**src/rtl/deserializer_align.sv**
```systemverilog
// D-lane 1:S deserializer with manual bitslip and training-pattern word alignment.
// Emits one D*S-bit word per S beats with a valid strobe, plus lock/fail status.
module deserializer_align #(
  parameter int               D             = 8,
  parameter int               S             = 8,
  parameter bit               MSB_FIRST     = 1'b0,
  parameter logic [D*S-1:0]   TRAIN_PATTERN = (D*S)'(64'hF0E1D2C3B4A59687),
  parameter int               LOCK_COUNT    = 4
) (
  input  logic                 high_speed_clock,
  input  logic                 reset_n,
  input  logic [D-1:0]         data_in,
  input  logic                 bitslip,
  input  logic                 align_en,
  output logic [D*S-1:0]       data_out,
  output logic                 data_valid,
  output logic                 locked,
  output logic                 align_fail,
  output logic [$clog2(S)-1:0] slip_count
);

  localparam int CW  = $clog2(S);
  localparam int HW  = $clog2(S + 1);
  localparam int MW  = $clog2(LOCK_COUNT + 1);
  localparam int SHW = (S - 1) * D;

  localparam logic [CW-1:0] CNT_LAST   = CW'(S - 1);
  localparam logic [HW-1:0] HUNT_MAX   = HW'(S);
  localparam logic [HW-1:0] HUNT_LAST  = HW'(S - 1);
  localparam logic [MW-1:0] MATCH_LAST = MW'(LOCK_COUNT - 1);

  typedef enum logic [1:0] {
    ST_IDLE,
    ST_HUNT,
    ST_VERIFY,
    ST_LOCKED
  } state_t;

  // Datapath state
  logic [SHW-1:0]   r_shift;
  logic [CW-1:0]    r_cnt;
  logic [CW-1:0]    r_slip_cnt;
  logic [D*S-1:0]   r_data_out;
  logic             r_valid;

  // Alignment state
  state_t           r_state,     w_state_nxt;
  logic [MW-1:0]    r_match,     w_match_nxt;
  logic [HW-1:0]    r_hunt,      w_hunt_nxt;
  logic             r_fail,      w_fail_nxt;
  logic             r_auto_slip, w_auto_slip_nxt;

  logic             w_slip_now;
  logic             w_frame;
  logic             w_pattern_hit;
  logic [D*S-1:0]   w_word_lsb;
  logic [D*S-1:0]   w_word;

  // Only S-1 older beats are stored; the current data_in completes the word.
  assign w_word_lsb    = {data_in, r_shift};
  assign w_slip_now    = (bitslip & ~align_en) | r_auto_slip;
  assign w_frame       = (r_cnt == CNT_LAST) & ~w_slip_now;
  assign w_pattern_hit = (w_word == TRAIN_PATTERN);

  // NOTE: every variable driven in always_comb gets a default first, so no
  // path leaves it unassigned and no latch is inferred.
  always_comb begin
    w_word = w_word_lsb;
    if (MSB_FIRST) begin
      for (int i = 0; i < S; i++) begin
        w_word[(S-1-i)*D +: D] = w_word_lsb[i*D +: D];
      end
    end
  end

  // NOTE: sequential state is updated with non-blocking assignments so every
  // register samples the pre-edge values of the others.
  always_ff @(posedge high_speed_clock or negedge reset_n) begin
    if (!reset_n) begin
      r_shift    <= '0;
      r_cnt      <= '0;
      r_slip_cnt <= '0;
      r_data_out <= '0;
      r_valid    <= 1'b0;
    end else begin
      r_shift <= w_word_lsb[D*S-1:D];
      r_valid <= w_frame;
      if (w_frame) begin
        r_data_out <= w_word;
      end
      // A slip freezes the beat counter, pushing the word boundary one beat later.
      if (w_slip_now) begin
        r_slip_cnt <= (r_slip_cnt == CNT_LAST) ? '0 : r_slip_cnt + 1'b1;
      end else begin
        r_cnt      <= (r_cnt == CNT_LAST) ? '0 : r_cnt + 1'b1;
      end
    end
  end

  always_ff @(posedge high_speed_clock or negedge reset_n) begin
    if (!reset_n) begin
      r_state     <= ST_IDLE;
      r_match     <= '0;
      r_hunt      <= '0;
      r_fail      <= 1'b0;
      r_auto_slip <= 1'b0;
    end else begin
      r_state     <= w_state_nxt;
      r_match     <= w_match_nxt;
      r_hunt      <= w_hunt_nxt;
      r_fail      <= w_fail_nxt;
      r_auto_slip <= w_auto_slip_nxt;
    end
  end

  always_comb begin
    w_state_nxt     = r_state;
    w_match_nxt     = r_match;
    w_hunt_nxt      = r_hunt;
    w_fail_nxt      = r_fail;
    w_auto_slip_nxt = 1'b0;

    if (!align_en) begin
      // Training off: abandon any search in progress, but keep an achieved lock.
      if ((r_state == ST_HUNT) || (r_state == ST_VERIFY)) begin
        w_state_nxt = ST_IDLE;
      end
      w_match_nxt = '0;
      w_hunt_nxt  = '0;
      w_fail_nxt  = 1'b0;
    end else if (w_frame) begin
      unique case (r_state)
        ST_IDLE: begin
          w_state_nxt = ST_HUNT;
          w_hunt_nxt  = '0;
        end
        ST_HUNT: begin
          if (w_pattern_hit) begin
            w_hunt_nxt = '0;
            if (LOCK_COUNT == 1) begin
              w_state_nxt = ST_LOCKED;
              w_match_nxt = '0;
            end else begin
              w_state_nxt = ST_VERIFY;
              w_match_nxt = MW'(1);
            end
          end else begin
            w_auto_slip_nxt = 1'b1;
            if (r_hunt != HUNT_MAX) begin
              w_hunt_nxt = r_hunt + 1'b1;
            end
            if (r_hunt >= HUNT_LAST) begin
              w_fail_nxt = 1'b1;
            end
          end
        end
        ST_VERIFY: begin
          if (w_pattern_hit) begin
            if (r_match >= MATCH_LAST) begin
              w_state_nxt = ST_LOCKED;
              w_match_nxt = '0;
            end else begin
              w_match_nxt = r_match + 1'b1;
            end
          end else begin
            w_state_nxt     = ST_HUNT;
            w_match_nxt     = '0;
            w_auto_slip_nxt = 1'b1;
          end
        end
        ST_LOCKED: begin
          if (!w_pattern_hit) begin
            w_state_nxt     = ST_HUNT;
            w_auto_slip_nxt = 1'b1;
          end
        end
        default: w_state_nxt = ST_IDLE;
      endcase
    end
  end

  assign data_out   = r_data_out;
  assign data_valid = r_valid;
  assign locked     = (r_state == ST_LOCKED);
  assign align_fail = r_fail;
  assign slip_count = r_slip_cnt;

endmodule

```
**config.mk**
```make
export PLATFORM = sky130hd
export DESIGN_NAME = deserializer_align
export DESIGN_NICKNAME = d
export VERILOG_FILES = /design/src/rtl/deserializer_align.sv
export SDC_FILE = /design/constraint.sdc
export NUM_CORES = 1
export LEC_CHECK = 0
export CORE_MARGIN = 2
export CORE_UTILIZATION = 55
export CTS_BUF_LIST = sky130_fd_sc_hd__clkbuf_8
export CTS_CLUSTER_DIAMETER = 200
export DETAILED_ROUTE_END_ITERATION = 16
export GPL_ROUTABILITY_DRIVEN = 0
export MAX_ROUTING_LAYER = met4
export PLACE_DENSITY = 0.82
export RECOVER_POWER = 25
export SYNTH_ARGS = -nofsm -noshare
export SYNTH_HDL_FRONTEND = slang
export SYNTH_SLANG_ARGS = --single-unit
```
**constraint.sdc**
```tcl
create_clock -name high_speed_clock -period 2.7 [get_ports high_speed_clock]
set_clock_uncertainty 0.2 [all_clocks]
set_input_delay 0.81 -clock high_speed_clock [delete_from_list [all_inputs] [get_ports high_speed_clock]]
set_output_delay 0.81 -clock high_speed_clock [all_outputs]
set_load 0.02 [all_outputs]
```
==> impl_metrics.tcl <==
set metrics [dict create \
    tritoncts "built" \
    violations "max-capacitance violations, max-slew violations" \
    placed_area_um2 6140 \
    antenna_violating_nets_post_route 0 \
    io_buffers 81 \
    vdd_ir_drop_max_mv 0.559 \
    cts.reportedPaths.clkPinSlew_ps 80 \
    hold_class "register to register" \
    timing.critical_path.fanout_max 6 \
    async_flop_share 1.00 \
    first_global_vias 3809 \
    areaGrowthSynthToFinish_pct 30.4 \
    dpl.cell_count 639 \
    synth_area_um2 5050 \
    post_cts.resized_instances 0 \
    yosys_warn_count 0 \
    grt_pass1_wl_um 18000 \
    worst_slew_margin_rel -0.0591 \
    start_util 0.574 \
    worstPathRequired_ps 2850 \
    clk-insertion-delay-late_ps 430 \
    synthMostInstantiatedCell "sky130_fd_sc_hd__nand2_1" \
    wire_length_after_detailed_routing_um 10600 \
    drt_pre_antenna_iters 5 \
    die_width_um 99.9 \
    final_cell_count_no_fill 671 \
    accumulated_negative_setup_slack_ps 0 \
    crit_type "input pin to register" \
    netlist_instances 442 \
    synth_top_cell_by_area "sky130_fd_sc_hd__dfrtp_1" \
    post-synth-top-area-fraction 0.683 \
    n_diodes 0 \
    synthTopCellsByArea "sky130_fd_sc_hd__dfrtp_1 68%, sky130_fd_sc_hd__nand2_1 15%, sky130_fd_sc_hd__ha_1 3.0%" \
    start_kind "input pin" \
    grt_start_max_net_pins 64 \
    rows 34 \
    die-area_um2 9970 \
    post_synth_num_cell_types 44 \
    residual_overflow_from_global_routing 0 \
    total_cts_buffers 17 \
    final_hold_vios 0 \
    cts_max_path_buffers 2 \
    final_design_area_excluding_fillers_um2 6590 \
    post-route-drc-count 0 \
    number_of_antenna_violations_at_the_first_check_in_global_routing 0 \
    chipHeight_um 99.9 \
    num_vias 3544 \
    postSynthNetCount 466 \
    h-tree-depth 4 \
    leakage_nw 3.27 \
    report.power.total_mw 7.55 \
    avgSynthCellArea_um2 11.4 \
    final_cycle_utilization_of_the_critical_path 0.960 \
    report.final.slew_viol_count 62 \
    final_layout_size_suffix_gt1_frac 0.137 \
    num-nets-final 574 \
    status "finished with violations" \
    finalWorstPathRequiredPeriod_ps 2590 \
    dp_hpwl_um 7350 \
    per_cell_via_count_in_the_routed_design 5.28 \
    coreArea_um2 8810 \
    global_route.usage.total 0.241 \
    worst_pin_slew_ps 1590 \
    pin_count 82 \
    cts_hold_buf 0 \
    netlist_top_cells_count "197 x sky130_fd_sc_hd__nand2_1, 138 x sky130_fd_sc_hd__dfrtp_1, 12 x sky130_fd_sc_hd__ha_1" \
    clkSinkCount 138 \
    drtIter0Drc 156 \
    routedWlPerCell_um 15.8 \
    arrival_ps 2740 \
    maxCapViolCount 1 \
    synth_edf_count 0 \
    ys.flop_type "sky130_fd_sc_hd__dfrtp_1" \
    power.density_cell_area_nw_per_um2 1150 \
    post-cts-setup-buffer-count 0 \
    cts-root-buf "sky130_fd_sc_hd__clkbuf_8" \
    finalCoreUtilization 0.748 \
    fraction_of_the_yosys_area_taken_by_sequential_cells 0.683 \
    critical_path.endpoint_type "register" \
    setup_viol 0 \
    clock.fmax_mhz 386 \
    flip_flop_and_latch_count_after_synthesis 138 \
]
## area by class of cell
type / instances / area [um^2]
Sequential cell: 138 / 3450
Clock inverter: 13 / 189
Multi-Input combinational cell: 279 / 1500
Inverter: 9 / 33.8
Fill cell: 573 / 2220
Timing Repair Buffer: 105 / 1010
Tap cell: 108 / 135
Clock buffer: 19 / 262
## cells in the final DEF, fill, tap and decap left out, types with 3 or more instances in the layout
cell type / n
sky130_fd_sc_hd__a22o_1: 4
sky130_fd_sc_hd__o21ai_0: 3
sky130_fd_sc_hd__inv_1: 7
sky130_fd_sc_hd__nor2_1: 4
sky130_fd_sc_hd__buf_4: 22
sky130_fd_sc_hd__nand2_1: 197
sky130_fd_sc_hd__nand4_1: 4
sky130_fd_sc_hd__clkbuf_8: 19
sky130_fd_sc_hd__nor4b_2: 3
sky130_fd_sc_hd__ha_1: 12
sky130_fd_sc_hd__dfrtp_1: 138
sky130_fd_sc_hd__clkinv_4: 3
sky130_fd_sc_hd__clkdlybuf4s50_1: 79
sky130_fd_sc_hd__and4b_1: 5
sky130_fd_sc_hd__a21oi_1: 4
sky130_fd_sc_hd__nor4bb_1: 5
sky130_fd_sc_hd__bufinv_16: 4
sky130_fd_sc_hd__mux2_2: 5
## worst paths after layout
kind | depth (start not counted) | from | endpoint | slack, ps
worst max-delay path | 8 | data_in[0] | r_state[1] | 110
worst min-delay path | 0 | r_shift[54] | r_shift[46] | 200
worst max register to register | 7 | r_shift[5] | r_state[1] | 460
worst min register to register | 0 | r_shift[54] | r_shift[46] | 200
max in group asynchronous | 2 | reset_n | data_out[10] | 630
min in group asynchronous | 1 | reset_n | data_out[15] | 580
## cell families (layout without fill, tap and decap cells)
kind of cell               after synthesis  count (layout)  synth area share
and+or+nand+nor                        236             236             0.214
DFF                                    138             138             0.683
buffers and inverters                   25             146            0.0205
AOI/OAI and AO/OA                       23              23            0.0339
adders and majority gates               12              12            0.0297
muxes                                    8               8            0.0183
## where the power goes
group,switching (mW),leakage (nW),internal (mW)
Sequential,0.360,1.69,2.63
Clock,0.788,0.223,1.06
Combinational,1.48,1.36,1.23
Total,2.63,3.27,4.93
## state kept, by name, indices dropped and copies added (netlist names)
name,flops
r_hunt,4
r_match,3
r_auto_slip,1
r_shift,56
r_state,2
slip_count,3
data_valid,1
align_fail,1
r_cnt,3
data_out,64
## worst max-delay path, cell delays in order
cell                              delay [ps]
sky130_fd_sc_hd__clkdlybuf4s50_1         460
sky130_fd_sc_hd__nor4b_2                 330
sky130_fd_sc_hd__nand4_1                 220
sky130_fd_sc_hd__nor4_4                  310
sky130_fd_sc_hd__buf_4                   190
sky130_fd_sc_hd__nor2_1                   60
sky130_fd_sc_hd__a21oi_1                 170
sky130_fd_sc_hd__mux2i_1                 190
## stage by stage
stage | hold WS [ps] | setup WS (ps)
6_report | 196 | 108
5_1_grt | 212 | -1.32
4_1_cts | 168 | 24.3
3_5_place_dp | 181 | -394
3_3_place_gp | 176 | -274
2_1_floorplan | 166 | 220
## layer usage
metal  wire length, um  global-route usage  part of all wire
met5                 0                   -                 0
met4               278               0.113             0.026
met3               591              0.0592             0.056
met2              5270               0.379              0.50
met1              4490               0.297              0.42
No activity file was read; power rests on OpenSTA's default activity.
